**src/rtl/axi_lite_regfile_slave.sv**
```systemverilog
// axi_lite_regfile_slave: AXI4-Lite slave wrapping a parametrised file of RW/RO registers
// Ports: ACLK/ARESETn clock and async active-low reset; AW/W/B and AR/R AXI4-Lite slave channels;
//        hw_status supplies RO register values, reg_q exposes RW registers (RO slices 0),
//        wr_pulse strobes for one cycle per successfully written register.
module axi_lite_regfile_slave #(
  parameter int DW = 32,
  parameter int AW = 16,
  parameter int NREG = 8,
  parameter logic [NREG-1:0] RO_MASK = '0
) (
  input  logic             ACLK,
  input  logic             ARESETn,
  input  logic             AWVALID,
  output logic             AWREADY,
  input  logic [AW-1:0]    AWADDR,
  input  logic             WVALID,
  output logic             WREADY,
  input  logic [DW-1:0]    WDATA,
  input  logic [DW/8-1:0]  WSTRB,
  output logic             BVALID,
  input  logic             BREADY,
  output logic [1:0]       BRESP,
  input  logic             ARVALID,
  output logic             ARREADY,
  input  logic [AW-1:0]    ARADDR,
  output logic             RVALID,
  input  logic             RREADY,
  output logic [DW-1:0]    RDATA,
  output logic [1:0]       RRESP,
  input  logic [NREG*DW-1:0] hw_status,
  output logic [NREG*DW-1:0] reg_q,
  output logic [NREG-1:0]  wr_pulse
);
  localparam int IW = AW - 2;
  localparam int NB = DW / 8;
  logic [DW-1:0] regs [NREG];
  logic aw_held, w_held, bvalid, rvalid;
  logic [IW-1:0] aw_idx, c_idx, r_idx;
  logic [DW-1:0] w_data, c_data, r_data;
  logic [NB-1:0] w_strb, c_strb;
  logic aw_hs, w_hs, ar_hs, commit;
  logic [NREG-1:0] c_sel, r_hit;
  logic unused_addr_lsbs;
  assign AWREADY = ~aw_held & ~bvalid;
  assign WREADY = ~w_held & ~bvalid;
  assign ARREADY = ~rvalid;
  assign BVALID = bvalid;
  assign RVALID = rvalid;
  assign aw_hs = AWVALID & AWREADY;
  assign w_hs = WVALID & WREADY;
  assign ar_hs = ARVALID & ARREADY;
  // a channel arriving in the commit cycle is used directly instead of via its holding register
  assign c_idx = aw_held ? aw_idx : AWADDR[AW-1:2];
  assign c_data = w_held ? w_data : WDATA;
  assign c_strb = w_held ? w_strb : WSTRB;
  assign commit = (aw_held | aw_hs) & (w_held | w_hs) & ~bvalid;
  assign r_idx = ARADDR[AW-1:2];
  assign unused_addr_lsbs = ^{AWADDR[1:0], ARADDR[1:0]};
  // c_sel is empty for out-of-range or RO targets, which is what makes the write SLVERR
  always_comb begin
    c_sel = '0;
    r_hit = '0;
    r_data = '0;
    for (int i = 0; i < NREG; i++) begin
      c_sel[i] = (c_idx == IW'(i)) & ~RO_MASK[i];
      r_hit[i] = r_idx == IW'(i);
      r_data = r_data | (r_hit[i] ? (RO_MASK[i] ? hw_status[i*DW +: DW] : regs[i]) : '0);
    end
  end
  for (genvar i = 0; i < NREG; i++) begin : g_q
    assign reg_q[i*DW +: DW] = RO_MASK[i] ? '0 : regs[i];
  end
  always_ff @(posedge ACLK or negedge ARESETn)
    if (!ARESETn) begin
      aw_held <= 1'b0;
      w_held <= 1'b0;
      aw_idx <= '0;
      w_data <= '0;
      w_strb <= '0;
      bvalid <= 1'b0;
      BRESP <= 2'b00;
      wr_pulse <= '0;
      rvalid <= 1'b0;
      RDATA <= '0;
      RRESP <= 2'b00;
      for (int i = 0; i < NREG; i++) regs[i] <= '0;
    end else begin
      aw_held <= ~commit & (aw_held | aw_hs);
      w_held <= ~commit & (w_held | w_hs);
      if (aw_hs) aw_idx <= AWADDR[AW-1:2];
      if (w_hs) begin
        w_data <= WDATA;
        w_strb <= WSTRB;
      end
      bvalid <= commit | (bvalid & ~BREADY);
      if (commit) BRESP <= |c_sel ? 2'b00 : 2'b10;
      wr_pulse <= commit ? c_sel : '0;
      for (int i = 0; i < NREG; i++)
        for (int k = 0; k < NB; k++)
          if (commit & c_sel[i] & c_strb[k]) regs[i][8*k +: 8] <= c_data[8*k +: 8];
      rvalid <= ar_hs | (rvalid & ~RREADY);
      if (ar_hs) begin
        RDATA <= r_data;
        RRESP <= |r_hit ? 2'b00 : 2'b10;
      end
    end
endmodule
```
**config.mk**
```make
export PLATFORM = sky130hd
export DESIGN_NAME = axi_lite_regfile_slave
export DESIGN_NICKNAME = d
export VERILOG_FILES = /design/src/rtl/axi_lite_regfile_slave.sv
export SDC_FILE = /design/constraint.sdc
export NUM_CORES = 1
export LEC_CHECK = 0
export BUFFER_PORTS_ARGS = -buffer_cell sky130_fd_sc_hd__buf_2
export CORE_AREA = 2 2 245 247
export CTS_BUF_LIST = sky130_fd_sc_hd__clkbuf_8
export CTS_CLUSTER_SIZE = 25
export DETAILED_ROUTE_END_ITERATION = 8
export DIE_AREA = 0 0 247 249
export GPL_ROUTABILITY_DRIVEN = 0
export GPL_TIMING_DRIVEN = 0
export HOLD_SLACK_MARGIN = 0.03
export SYNTH_ARGS = -nofsm -noshare
export SYNTH_HDL_FRONTEND = slang
export SYNTH_SLANG_ARGS = --single-unit
```
**constraint.sdc**
```tcl
create_clock -name ACLK -period 4.45 [get_ports ACLK]
set_clock_uncertainty 0.15 [all_clocks]
set_input_delay 0.445 -clock ACLK [delete_from_list [all_inputs] [get_ports ACLK]]
set_output_delay 0.445 -clock ACLK [all_outputs]
set_load 0.02 [all_outputs]
```
; Word-level counts from Yosys, hierarchy flattened
; Cells that the tools add are included.
; Widths: inputs -> output; s select.
[totals]
register_bits = 354
inputBits = 331
output_inout_bits = 305
word_cells = 144
[classes]
eq_ne = 14
n_mux = 14
bitwise_logic = 69
reduce_logical = 4
[op_table]
columns = cell, n
row1 = $mux 32, 9
row2 = $or 32x32->32, 7
row3 = $eq 14x3->1 const B, 8
row4 = $eq 14x2->1 const B, 4
row5 = $and 1x1->1, 51
row6 = $eq 14x1->1 const B, 2
row7 = $logic_not 14->1, 2
row8 = $reduce_or 8->1, 2
row9 = $mux 14, 1
row10 = $mux 8, 1
row11 = $not 1->1, 7
row12 = $mux 2, 2
row13 = $mux 4, 1
row14 = $or 1x1->1, 4

; Longest topological paths before layout
[depth]
ltp_word = 9
ltp_mapped = 8
mapped_depth_nobuf = 5

; Least setup slack after synthesis
; Ideal clock, no wire load.
[synth_path]
path_kind = input to register
start = in AWADDR[10]
end = reg regs, in the netlist reg_q[130]
setup_time_ns = 0.125
arrival_time_ns = 2.294
path_slack_ns = 1.881
stages = 6
path_cell_list = or4_1 -> or4_4 -> a21oi_2 -> buf_6 -> nand3_4 -> mux2_4
[synth_via]
elab_chain_cells = 4
[synth_lines]
columns = item, line_no
row1 = from (decl), 15  ; input logic [AW-1:0] AWADDR,
row2 = $mux 14, 53  ; assign c_idx = aw_held ? aw_idx : AWADDR[AW-1:2];
row3 = $eq 14x3->1, 65  ; c_sel[i] = (c_idx == IW'(i)) & ~RO_MASK[i];
row4 = $and 1x1->1 (2 in a row), 100  ; if (commit & c_sel[i] & c_strb[k]) regs[i][8*k +: 8] <= c_data[8*k +: 8];
row5 = "to (signal, indexed assignment)", 100
row6 = to (decl), 36  ; logic [DW-1:0] regs [NREG];
; Every way passes these cells.
; A chain may end at the register's enable or synchronous reset.

; Worst setup path in the final report
[layout_path]
start = in ARADDR[4]
end = reg RDATA[16]
[layout_via]
elab_chain_cells = 9
word_cells_on_any_way = 23
classes_between = 7 x eq/ne / 8 x mux / 7 x bitwise / 1 x reduce/logical
[layout_lines]
columns = item, line_no
row1 = from (decl), 25  ; input logic [AW-1:0] ARADDR,
row2 = $eq 14x1->1 / $logic_not 14->1 (equally long branches), 66  ; r_hit[i] = r_idx == IW'(i);
row3 = $mux 32, 67  ; r_data = r_data | (r_hit[i] ? (RO_MASK[i] ? hw_status[i*DW +: DW] : regs[i]) : '0);
row4 = $or 32x32->32 (6 in a row), 67
row5 = $or 32x32->32 *, 67
row6 = to (signal assigned), 103  ; RDATA <= r_data;
row7 = to (decl), 28  ; output logic [DW-1:0] RDATA,
; Every way passes the cells marked *; elsewhere a longest branch is shown, timed or not.

==> metrics <==
HPWL Detailed 48.9 mm; DRT antenna net count 0; Buf/Inv on CP 2; clock buffer depth 3; WP data arrival 3.94 ns; pwr dens 413 mW/mm²; Starting Density 0.276; Reg clk slew, reported paths 0.06 ns; CP peak stage delay 0.99 ns; post-CTS setup buffers 0; # port buffers 371; Die Height 249 µm; max_cap viols 1; Static Leakage 10.5 nW; WL per Instance 28.1 µm; Total Routed Length 68.3 mm; Hold-fix buffers, CTS 55; Mapped Area 0.0162 mm²; endpoints failing setup 0; crit path cell chain clkbuf_1 > nor4b_1 > nand2_1 > nor2_1 > clkbuf_1 > a221oi_1 > nor2_1; dpl cell area 0.0191 mm²; Placement Rows 89; worst-path fanout max 10; failing checks max-capacitance violations, max-slew violations; actual slew at the worst max-slew pin 1.50 ns; antenna violations before repair 3; RSZ-0062 raised after global routing false; total power 8.64 mW; relative slew slack -0.0128; CTS Root Cell clkbuf_8; Seq/Total Area, Yosys 0.545; htree depth 3; Initial DRC Count 792; Final Hold Fails 0; synth-to-layout area growth 29.4%; largest net degree at the start of global routing 107; Crit path max-delay family simple AND/OR/NAND/NOR gates; synthesized area per cell 14.6 µm²; clock sinks 352; crit path kind in -> reg; HP Class in -> reg; Fmax 282 MHz; Die Width 247 µm; critical path data required time 4.84 ns; via/cell ratio 5.05; Tot GR Track Use 0.220; final net count 1941; max-slew violations 1; share of layout cells above drive strength 1 0.553; Post-Syn Instances 1109; total global routing overflow 0; Worst-Skew Late Latency 0.65 ns; Core Area 0.0587 mm²; Finished Cell Area 0.0209 mm²; CTS tree built; critical path endpoint category register; Final Critical Period 3.55 ns; number of synthesized flops with an enable pin 0; Final period util 0.797; Netlist cell types 55; predominant post-synthesis flop cell dfrtp_1; Max VDD drop 0.259 mV; first-pass GRT wire length 95.3 mm; ys async rst share 1.00; die area 0.0615 mm²; detailed-route DRC error count 0; CTS resizes 0; DR pass1 iterations 5; CP max stage cell clkbuf_1; Ys Warns 0; Startpoint Class input port; Fillers 5716; vias in the first global route 12887; status finished, violations left; I/O pins 636; CTS Buf Count 67; number of synthesized register bits 352; vias post-DR 12261
path summary, 6_finish.rpt:
path	start	to	slack, ns	cells past startpoint
worst max-delay path	ARADDR[4]	RDATA[16]	0.90	7
worst min-delay path	ARADDR[9]	RDATA[0]	0.18	6
worst max register to register	aw_idx[4]	reg_q[63]	0.96	5
worst min register to register	BRESP[1]	BRESP[1]	0.34	2
max in group asynchronous	ARESETn	reg_q[247]	2.46	4
min in group asynchronous	ARESETn	RVALID	0.24	2
Yosys cell counts (all sizes together) (14+ instances only):
master | count | area [µm²]
and2 | 14 | 88.8
a21oi | 17 | 108
o21ai | 14 | 70.1
a22oi | 16 | 120
nor2 | 51 | 191
clkbuf | 31 | 118
dfrtp | 352 | 8810
mux2 | 358 | 4080
nand3 | 45 | 626
mux4 | 30 | 676
mux2i | 22 | 220
nand2 | 26 | 97.6
buf | 22 | 143
o22ai | 18 | 113
power by group:
group	switching (mW)	internal, mW	leakage (nW)
clock network	1.42	1.61	0.721
logic	1.20	0.698	5.01
registers	0.185	3.53	4.73
routing by layer:
layer,vias up,track usage,share of wire
met2,590,0.340,0.45
li1,5204,-,-
met3,107,0.0755,0.093
met1,6360,0.292,0.43
met4,0,0.0633,0.025
met5,-,0,0
through the flow:
stage | instances | worst slack, ns | hold WS (ns) | util | setup TNS [ns]
after floorplan | 1110 | 1.88 | -0.000591 | - | 0
after global placement | 2254 | -4.12 | 0.319 | 0.324 | -1425.50
after detailed placement | 2259 | -0.0179 | 0.312 | 0.326 | -0.0179
after CTS | 2425 | 0.700 | 0.111 | 0.356 | 0
after global routing | 2427 | 0.750 | 0.181 | 0.356 | 0
final | 2430 | 0.903 | 0.176 | 0.357 | 0
flip-flops by register name, summed over array words and instances (netlist names):
signal / flops
w_strb: 4
wr_pulse: 8
w_data: 32
BVALID: 1
RDATA: 32
RVALID: 1
BRESP: 1
w_held: 1
RRESP: 1
aw_held: 1
aw_idx: 14
reg_q: 256
area by class of cell:
| type | instances | area, µm² | share of cell area |
|---|---|---|---|
| clock inverters | 35 | 191 | 0.00915 |
| multi-input cells | 701 | 7110 | 0.340 |
| well taps | 773 | 967 | 0.0462 |
| diodes | 5 | 12.5 | 0.000598 |
| plain buffers | 53 | 263 | 0.0126 |
| inverters | 4 | 15.0 | 0.000717 |
| clock buffers | 76 | 1050 | 0.0500 |
| repair buffers | 431 | 2520 | 0.120 |
| flip-flops and latches | 352 | 8810 | 0.421 |
tightest hold or removal path, cell delays in order:
cell	delay [ns]
buf_2	0.10
nor4_1	0.09
nand3_1	0.09
o21ai_0	0.07
nand3_1	0.08
nand2_1	0.05
layout by cell type (no fill, tap or decap), types with 4 or more instances in the layout:
cell type      netlist  final
mux4_2              30     30
dlygate4sd3_1        0     55
a32oi_1              6      6
mux2_2             343    343
buf_2                9    380
nand2_1             26     26
nand3_1             13     13
nor3_1               8      6
clkinv_2             0      5
a31oi_1              7      7
clkbuf_8             0     76
a22oi_1             16     16
a211oi_1             4      4
o22ai_1             18     18
a21oi_1             13     13
and2_1              13     13
diode_2              0      5
mux2i_1             22     22
a22o_1               4      4
buf_1                6      4
dfrtp_1            352    352
o21ai_0             14     14
inv_1                4     27
a221oi_1            13     13
mux2_4              12     12
a2bb2oi_1            4      4
nor2_1              51     51
a222oi_1             7      7
nand3_4             32     32
clkbuf_1            30     30
nor4_1               6      5
buf_4                3      4
cells by family after synthesis:
group | Yosys count | share of synthesized area
other | 1 | 0.000232
buffers and inverters | 57 | 0.0170
muxes | 410 | 0.308
and+or+nand+nor | 171 | 0.0775
DFF | 352 | 0.545
AOI/OAI and AO/OA | 118 | 0.0530
No activity file was read; power rests on OpenSTA's default activity.
